[src/rtl/btn_event_arbiter_if.sv]
// rtl/btn_event_arbiter_if.sv - event stream bundle between the button arbiter and its consumer
//
// Signals:
//   evt_valid  head of the event FIFO holds an event
//   evt_code   press code of the head event (1 = short/repeat, 2 = long)
//   evt_id     channel index of the head event
//   evt_ready  consumer accepts the head event
// Modports: master (arbiter side), slave (consumer side).
interface btn_event_arbiter_if #(
    parameter int ID_W = 2
);
    logic            evt_valid;
    logic [1:0]      evt_code;
    logic [ID_W-1:0] evt_id;
    logic            evt_ready;

    modport master (output evt_valid, output evt_code, output evt_id, input evt_ready);
    modport slave  (input evt_valid, input evt_code, input evt_id, output evt_ready);
endinterface

[src/rtl/btn_event_arbiter.sv]
// rtl/btn_event_arbiter.sv - round-robin arbiter of button press codes into a show-ahead event FIFO
//
// Ports:
//   clk        system clock, rising edge
//   reset      asynchronous active-low reset
//   btn_state  per-channel 2-bit press pulses, channel i at [2i+1:2i]
//   evt        event stream (master modport of btn_event_arbiter_if)
//   pending    per-channel pending-event flags
//   overflow   sticky flag, an event was dropped
// Configuration macro: BTN_ARB_COALESCE_EN
//   defined   - a second event on a pending channel merges as max(old, new)
//   undefined - a second event on a pending channel is dropped and overflow sets
module btn_event_arbiter #(
    parameter int NUM_BTN    = 4,
    parameter int ID_W       = 2,
    parameter int FIFO_DEPTH = 4
) (
    input  logic                   clk,
    input  logic                   reset,
    input  logic [2*NUM_BTN-1:0]   btn_state,
    btn_event_arbiter_if.master    evt,
    output logic [NUM_BTN-1:0]     pending,
    output logic                   overflow
);
    localparam int AW = (FIFO_DEPTH > 1) ? $clog2(FIFO_DEPTH) : 1;
    localparam int CW = $clog2(FIFO_DEPTH + 1);

    logic [NUM_BTN-1:0] pend_q, pend_d;
    logic [1:0]         code_q [NUM_BTN];
    logic [1:0]         code_d [NUM_BTN];
    logic [ID_W-1:0]    ptr_q;
    logic               ovf_q, ovf_d;

    logic [ID_W+1:0]    mem_q [FIFO_DEPTH];
    logic [AW-1:0]      wr_q, rd_q;
    logic [CW-1:0]      cnt_q;
    logic [1:0]         hold_code_q;
    logic [ID_W-1:0]    hold_id_q;

    logic               pop, can_push, gnt_vld;
    logic [ID_W-1:0]    gnt_idx;
    logic [1:0]         gnt_code;
    logic [ID_W+1:0]    head;

    function automatic int wrap_idx(input int v);
        return (v >= NUM_BTN) ? v - NUM_BTN : v;
    endfunction

    assign evt.evt_valid = (cnt_q != '0);
    assign pop           = evt.evt_valid && evt.evt_ready;
    // A full FIFO can still take a push on the cycle it is popped.
    assign can_push      = (int'(cnt_q) < FIFO_DEPTH) || pop;
    assign head          = mem_q[rd_q];

    // Outputs keep the last shown entry while the FIFO is empty.
    assign evt.evt_code  = evt.evt_valid ? head[ID_W+1:ID_W] : hold_code_q;
    assign evt.evt_id    = evt.evt_valid ? head[ID_W-1:0]    : hold_id_q;
    assign pending       = pend_q;
    assign overflow      = ovf_q;

    // Round-robin search starting one past the last granted channel.
    always_comb begin
        gnt_vld  = 1'b0;
        gnt_idx  = '0;
        gnt_code = 2'd0;
        if (can_push) begin
            for (int k = 1; k <= NUM_BTN; k++) begin
                if (!gnt_vld && pend_q[wrap_idx(int'(ptr_q) + k)]) begin
                    gnt_vld  = 1'b1;
                    gnt_idx  = ID_W'(wrap_idx(int'(ptr_q) + k));
                    gnt_code = code_q[wrap_idx(int'(ptr_q) + k)];
                end
            end
        end
    end

    always_comb begin
        pend_d = pend_q;
        ovf_d  = ovf_q;
        for (int i = 0; i < NUM_BTN; i++) begin
            code_d[i] = code_q[i];
            if (gnt_vld && (int'(gnt_idx) == i)) begin
                // Granted this cycle: old code goes out, a new pulse refills the slot.
                if ((btn_state[2*i +: 2] == 2'd1) || (btn_state[2*i +: 2] == 2'd2)) begin
                    pend_d[i] = 1'b1;
                    code_d[i] = btn_state[2*i +: 2];
                end else begin
                    pend_d[i] = 1'b0;
                    code_d[i] = 2'd0;
                end
            end else if ((btn_state[2*i +: 2] == 2'd1) || (btn_state[2*i +: 2] == 2'd2)) begin
                if (!pend_q[i]) begin
                    pend_d[i] = 1'b1;
                    code_d[i] = btn_state[2*i +: 2];
                end else begin
`ifdef BTN_ARB_COALESCE_EN
                    if (btn_state[2*i +: 2] > code_q[i]) begin
                        code_d[i] = btn_state[2*i +: 2];
                    end
`else
                    ovf_d = 1'b1;
`endif
                end
            end
        end
    end

    always_ff @(posedge clk or negedge reset) begin
        if (!reset) begin
            pend_q      <= '0;
            ptr_q       <= ID_W'(NUM_BTN - 1);
            ovf_q       <= 1'b0;
            wr_q        <= '0;
            rd_q        <= '0;
            cnt_q       <= '0;
            hold_code_q <= 2'd0;
            hold_id_q   <= '0;
            for (int i = 0; i < NUM_BTN; i++) begin
                code_q[i] <= 2'd0;
            end
            for (int j = 0; j < FIFO_DEPTH; j++) begin
                mem_q[j] <= '0;
            end
        end else begin
            pend_q      <= pend_d;
            ovf_q       <= ovf_d;
            hold_code_q <= evt.evt_code;
            hold_id_q   <= evt.evt_id;
            for (int i = 0; i < NUM_BTN; i++) begin
                code_q[i] <= code_d[i];
            end
            if (gnt_vld) begin
                mem_q[wr_q] <= {gnt_code, gnt_idx};
                wr_q        <= wr_q + AW'(1);
                ptr_q       <= gnt_idx;
            end
            if (pop) begin
                rd_q <= rd_q + AW'(1);
            end
            case ({gnt_vld, pop})
                2'b10:   cnt_q <= cnt_q + CW'(1);
                2'b01:   cnt_q <= cnt_q - CW'(1);
                default: cnt_q <= cnt_q;
            endcase
        end
    end
endmodule

[src/flat_wrapper.sv]
// flat-port wrapper written by rule: the top's interface ports become plain ports
module btn_event_arbiter_flat 
#(
    parameter int NUM_BTN    = 4,
    parameter int ID_W       = 2,
    parameter int FIFO_DEPTH = 4
)
  (clk, reset, btn_state, pending, overflow, evt_evt_valid, evt_evt_code, evt_evt_id, evt_evt_ready);
  btn_event_arbiter_if #(.ID_W(ID_W)) evt_i ();
  input  logic clk;
  input  logic reset;
  input  logic [2*NUM_BTN-1:0] btn_state;
  output logic [NUM_BTN-1:0] pending;
  output logic overflow;
  output wire logic [$bits(evt_i.evt_valid)-1:0] evt_evt_valid;
  output wire logic [$bits(evt_i.evt_code)-1:0] evt_evt_code;
  output wire logic [$bits(evt_i.evt_id)-1:0] evt_evt_id;
  input wire logic [$bits(evt_i.evt_ready)-1:0] evt_evt_ready;
  assign evt_evt_valid = evt_i.evt_valid;
  assign evt_evt_code = evt_i.evt_code;
  assign evt_evt_id = evt_i.evt_id;
  assign evt_i.evt_ready = evt_evt_ready;
  btn_event_arbiter #(.NUM_BTN(NUM_BTN), .ID_W(ID_W), .FIFO_DEPTH(FIFO_DEPTH)) u_core (.clk(clk), .reset(reset), .btn_state(btn_state), .evt(evt_i), .pending(pending), .overflow(overflow));
endmodule
[config.mk]
export PLATFORM = sky130hd
export DESIGN_NAME = btn_event_arbiter_flat
export DESIGN_NICKNAME = d
export VERILOG_FILES = /design/src/rtl/btn_event_arbiter_if.sv /design/src/rtl/btn_event_arbiter.sv /design/src/flat_wrapper.sv
export SDC_FILE = /design/constraint.sdc
export NUM_CORES = 1
export LEC_CHECK = 0
export ABC_AREA = 1
export CAP_MARGIN = 25
export CORE_UTILIZATION = 35
export CTS_BUF_LIST = sky130_fd_sc_hd__clkbuf_16
export DETAILED_ROUTE_END_ITERATION = 10
export PLACE_DENSITY = 0.49
export SLEW_MARGIN = 10
export SYNTH_ARGS = -nofsm -noshare
export SYNTH_HDL_FRONTEND = slang
export SYNTH_SLANG_ARGS = --single-unit
[constraint.sdc]
create_clock -name clk -period 3.3 [get_ports clk]
set_input_delay 0.66 -clock clk [delete_from_list [all_inputs] [get_ports clk]]
set_output_delay 0.66 -clock clk [all_outputs]
set_load 0.02 [all_outputs]
After elaboration in Yosys (flattened, before gate mapping)

Cells that the tools add are included.

Flip-flop bits (word level): 42
Input bits: 11
Output and inout bits: 10
Logic and storage cells: 193

Add/subtract/negate cells: 12
$lt $le $gt $ge: 16
Eq/ne operators: 17
Multiplexer cells: 95
Bitwise gates (word level): 6
Reduce and logical (&&, ||, !) cells: 28

Operators with widths:

| kind                                                                | count |
|---|---|
| greater-or-equal comparator 32 x 3 -> 1 bit (second input constant) | 4 |
| greater-or-equal comparator 32 x 4 -> 1 bit (second input constant) | 4 |
| less-than comparator 32 x 4 -> 1 bit (second input constant)        | 4 |
| 2-to-1 mux 32 bit                                                   | 4 |
| NOT 32 bit                                                          | 4 |
| subtractor 32 x 4 -> 32 bit (second input constant)                 | 4 |
| 2-to-1 mux 2 bit                                                    | 36 |
| 2-to-1 mux 1 bit                                                    | 40 |
| binary-select mux 2 bit (select 2 bit)                              | 4 |
| bitwise mux 16 bit                                                  | 1 |
| equality test 2 bit (second input constant)                         | 7 |
| equality test 2 x 1 -> 1 bit (second input constant)                | 6 |
| 2-to-1 mux 4 bit                                                    | 3 |
| nonzero test 2 bit                                                  | 5 |
| logical AND 1 bit                                                   | 9 |
| binary-select mux 1 bit (select 2 bit)                              | 4 |
| binary-select mux 4 bit (select 2 bit)                              | 1 |
| demux 4 bit (select 2 bit)                                          | 1 |
| != test 2 bit (second input constant)                               | 4 |
| AND reduction 2 bit                                                 | 4 |
| adder 2 x 2 -> 3 bit (second input constant)                        | 2 |
| greater-or-equal comparator 3 bit (second input constant)           | 2 |
| NOT 2 -> 3 bit                                                      | 2 |
| one-hot mux 3 bit (2 select lines)                                  | 1 |
| other kinds (11)                                                    | 18 |

Logic depth before layout (Yosys ltp)

Depth after elaboration: 32
Gate-level depth with buffers: 17
Gate-level depth less buffers: 16

Worst setup path after synthesis

Ideal clock, no wire load.

Kind: register -> register
Start: register u_core.ptr_q[1]
End: register u_core.cnt_q[2]
Setup time: 0.124 ns
Data arrival time: 2.204 ns
Data required time: 3.176 ns
Path slack: 0.972 ns
Stages on the path, launching flop included: 16
Buffers on the path: 1
Clock period less this slack: 2.328 ns
Cell sequence: dfstp_2 > buf_6 > inv_2 > nand2_2 > nand2_4 > nand2_4 > nand2_4 > nor2_4 > nand3b_2 > nand2_4 > ha_1 > inv_1 > fa_1 > a21oi_1 > o21ai_0 > xnor2_1

Longest elaborated chain between the ends: 22
Elaborated cells on any way between the ends: 46
Classes of those cells: add/sub: 8; order compare: 4; eq/ne: 2; mux: 25; reduce/logical: 7

Ends and longest elaborated chain:

| item                                                                                              | RTL line                 | text |
|---|---|---|
| start: declaration                                                                                | btn_event_arbiter.sv:31  | `logic [ID_W-1:0] ptr_q;` |
| start signal: assignment                                                                          | btn_event_arbiter.sv:111 | `ptr_q <= ID_W'(NUM_BTN - 1);` |
| start signal: assignment                                                                          | btn_event_arbiter.sv:135 | `ptr_q <= gnt_idx;` |
| adder 2 x 1 -> 3 bit                                                                              | btn_event_arbiter.sv:68  | `if (!gnt_vld && pend_q[wrap_idx(int'(ptr_q) + k)]) begin` |
| subtractor 32 x 4 -> 32 bit / greater-or-equal comparator 32 x 4 -> 1 bit (equally long branches) | n/a                      |  |
| 2-to-1 mux 32 bit                                                                                 | btn_event_arbiter.sv:46  | `return (v >= NUM_BTN) ? v - NUM_BTN : v;` |
| binary-select mux 1 bit (select 2 bit)                                                            | btn_event_arbiter.sv:68  |  |
| 2-to-1 mux 1 bit (implied by the code) (2 in a row)                                               | btn_event_arbiter.sv:68  |  |
| 2-to-1 mux 1 bit                                                                                  | btn_event_arbiter.sv:68  |  |
| 2-to-1 mux 1 bit                                                                                  | btn_event_arbiter.sv:66  | `if (can_push) begin` |
| zero test 1 bit                                                                                   | btn_event_arbiter.sv:68  |  |
| (+5 left out)                                                                                     | n/a                      |  |
| 2-to-1 mux 1 bit                                                                                  | btn_event_arbiter.sv:68  |  |
| 2-to-1 mux 1 bit                                                                                  | btn_event_arbiter.sv:66  |  |
| zero test 1 bit                                                                                   | btn_event_arbiter.sv:68  |  |
| logical AND 1 bit                                                                                 | btn_event_arbiter.sv:68  |  |
| 2-to-1 mux 1 bit (*)                                                                              | btn_event_arbiter.sv:68  |  |
| 2-to-1 mux 1 bit (*)                                                                              | btn_event_arbiter.sv:66  |  |
| equality test 2 x 1 -> 1 bit / equality test 2 bit (equally long branches)                        | btn_event_arbiter.sv:140 | `case ({gnt_vld, pop})` |
| one-hot mux 3 bit (2 select lines) / nonzero test 2 bit (equally long branches)                   | n/a                      |  |
| end signal: assignment                                                                            | btn_event_arbiter.sv:141 | `2'b10: cnt_q <= cnt_q + CW'(1);` |
| end signal: assignment                                                                            | btn_event_arbiter.sv:142 | `2'b01: cnt_q <= cnt_q - CW'(1);` |
| end signal: assignment                                                                            | btn_event_arbiter.sv:143 | `default: cnt_q <= cnt_q;` |
| end: declaration                                                                                  | btn_event_arbiter.sv:36  | `logic [CW-1:0] cnt_q;` |

Mark *: on every way between the ends. The rest lies on a longest branch, timed or not. The select of a mux whose other input is x is not followed.
A chain may end at the register's enable or synchronous reset.

Worst setup path after layout

Start: register u_core.ptr_q[0]
End: register u_core.cnt_q[2]

The elaborated chain is that of the path after synthesis.

==> metrics <==
Mapped Avg Cell Area roughly 8 um2; WL per Instance 12.4 um; P&R area growth vs syn 16.6%; cell count of the worst reg-to-reg path 14; Crit Reg-Reg Startpoint u_core.ptr_q[0]; Port-buffer cells 20; max cap viols 0; WS Path Type flip-flop to flip-flop; clk_lat worst skew between 0.2 and 0.3 ns; status finished, final reports clean; Initial Utilization 36.6%; Slew @ Worst Pin ~0.53 ns; number of antenna violations at the first check in global routing 0; post-synthesis sequential area ratio 39.0%; Fillers 786; startpoint type of the worst setup path flip-flop; Hold Path Class input port to async pin; Rel. slew slack between 60 and 70%; Routed WL 5.78 mm; count of cells resized by post-cts repair 0; Final HPWL DP roughly 4.4 mm; RSZ-0062 raised after global routing no; First-pass DRT Iterations 4; Vert. Die Dim around 90 um; post-synthesis cell type count 35; CTS tree yes; Core Region approximately 0.0074 mm2; Nets around 390; clock root buffer clkbuf_16; H-tree Lvls 2; total CTS buffers 5; max-slew violation count 0; I/O pin total 21; # Post-CTS Setup Buffers 0; Die Width 89.8 um; Fin Setup TNS 0 ns; required time of the critical path about 3.5 ns; crit path max fanout 16; Period minus WS final 2.70 ns; total congestion overflow 0; Final Skew about 0.0064 ns; final setup violation count 0; endpoints failing hold 0; CP startpoint u_core.ptr_q[0]; CP peak stage delay ~0.68 ns; Fmax about 0.37 GHz; DR vias approximately 2200; first-pass GRT wire length 10.1 mm; ANT cells 0; net count after synthesis 369; vias in the first global route between 2000 and 2500; hold_buf cts 0; Critical Path AT 2.87 ns; DRC viols 0; share of cells above drive strength 1 a little over an eighth; CP most frequent cell nand2_4; Gate Count Post-Synth approximately 340; critical path endpoint category flip-flop; FP Rows 31; total track usage about 15%; worst-path cell chain inv_2 -> nand2_1 -> nand2_4 -> nand2_4 -> nand2_4 -> nor2_4 -> nand3b_2 -> nand2_4 -> ha_1 -> inv_1 -> fa_1 -> a21oi_1 -> o21ai_0 -> xnor2_1; vias per inst between 4 and 5; Bufs on Longest Clock Path 2; largest net degree at the start of global routing between 40 and 50; CP max stage cell dfstp_2; # clock sinks 42; period utilization 81.9%; post-route ant nets 0; total die area around 0.008 mm2; DRT iter0 DRCs 65; Warnings, synthesis 0; Worst-path clk slew about 0.06 ns; #FFs+latches synth 42; synthesized area roughly 0.0027 mm2; Final Wtd Congestion 0.796
==> state kept, by name, summed over array words and instances, names as in the netlist <==
signal	count
u_core.mem_q	16
u_core.code_q	8
u_core.pending	4
u_core.cnt_q	3
u_core.hold_code_q	2
u_core.hold_id_q	2
u_core.ptr_q	2
u_core.rd_q	2
u_core.wr_q	2
u_core.overflow	1
==> metrics by stage <==
step | utilization, % | cell area [um2] | hold WS (ns) | instances | setup slack (ns)
floorplan | - | 2700 | 0.364 | 344 | 0.972
finish | 42.7 | 3150 | 0.351 | 467 | 0.598
detailed placement | 40.4 | 2980 | 0.470 | 458 | 0.585
CTS | 42.4 | 3120 | 0.485 | 466 | 0.586
global placement | 40.4 | 2980 | 0.463 | 458 | 0.641
global route | 42.7 | 3150 | 0.389 | 467 | 0.365
==> cell families (layout without fill, tap and decap cells) <==
| group | Yosys count | in the layout | share of synthesized area [%] |
|---|---|---|---|
| buffers and inverters | 44 | 68 | 7.18 |
| AOI/OAI and AO/OA | 66 | 66 | 13.2 |
| adders and majority gates | 14 | 14 | 6.77 |
| and+or+nand+nor | 170 | 170 | 31.0 |
| DFF | 42 | 42 | 39.0 |
| muxes | 4 | 4 | 1.48 |
| xor gates and xnor gates | 4 | 4 | 1.30 |
==> layer usage <==
| metal | up-vias | share of wire, % | global-route usage [%] |
|---|---|---|---|
| li1 | 1162 | - | - |
| met1 | 981 | 48 | 20.2 |
| met2 | 36 | 47 | 26.0 |
| met3 | 8 | 3.6 | 2.96 |
| met4 | 0 | 1.2 | 4.10 |
| met5 | - | 0 | 0 |
==> worst max-delay path, delay by kind of cell, from the launching register on <==
| kind | cells | cell delay, ns |
|---|---|---|
| AOI/OAI and AO/OA | 2 | 0.25 |
| xor gates and xnor gates | 1 | 0.14 |
| adders and majority gates | 2 | 0.54 |
| buffers and inverters | 2 | 0.23 |
| DFF | 1 | 0.68 |
| and+or+nand+nor | 7 | 0.75 |
==> worst paths after layout <==
| kind | slack [ns] | to |
|---|---|---|
| setup / recovery | 0.60 | u_core.cnt_q[2] |
| hold / removal | 0.35 | u_core.cnt_q[0] |
| setup reg to reg | 0.60 | u_core.cnt_q[2] |
| hold reg to reg | 0.48 | u_core.mem_q[8] |
| max in group asynchronous | 2.38 | u_core.ptr_q[0] |
| min in group clk | 0.48 | u_core.mem_q[8] |
==> cells in the mapped netlist (all sizes together) <==
cell    instances  share of area [%]
nand3b          3               0.97
nand2         112                 20
o211ai          7                1.9
a21oi           7                1.3
a31oi           4               0.93
nor2           33                5.2
nand4           1               0.23
or2             2               0.46
fa              1               0.74
o21ai          48                9.0
mux2i           4                1.5
nand3          17                4.0
buf             4                1.4
dfrtp          40                 37
dfstp           2                1.9
nor3            2               0.56
inv            38                5.5
clkbuf          2               0.28
xnor2           2               0.65
ha             13                6.0
xor2            2               0.65
==> final cells by class <==
type | instances | area [um2] | share of cell area [%]
multi-input cells | 258 | 1450 | 46.1
flip-flops and latches | 42 | 1050 | 33.5
repair buffers | 22 | 230 | 7.31
inverters | 38 | 148 | 4.69
clock buffers | 5 | 125 | 3.97
well taps | 99 | 124 | 3.93
clock inverters | 3 | 16.3 | 0.516
==> layout by cell type, fill, tap and decap left out, types with 9 or more instances in the layout <==
| cell type | count |
|---|---|
| nand2_1 | 92 |
| dfrtp_1 | 40 |
| o21ai_0 | 38 |
| inv_1 | 32 |
| nor2_1 | 30 |
| clkdlybuf4s50_1 | 19 |
| nand3_1 | 14 |
| ha_1 | 13 |
| nand2_2 | 10 |
| o21ai_1 | 9 |
| nand2_4 | 9 |
Power is not shown: default switching activity piles up to over one toggle a cycle in this logic, so the estimate is an artifact.
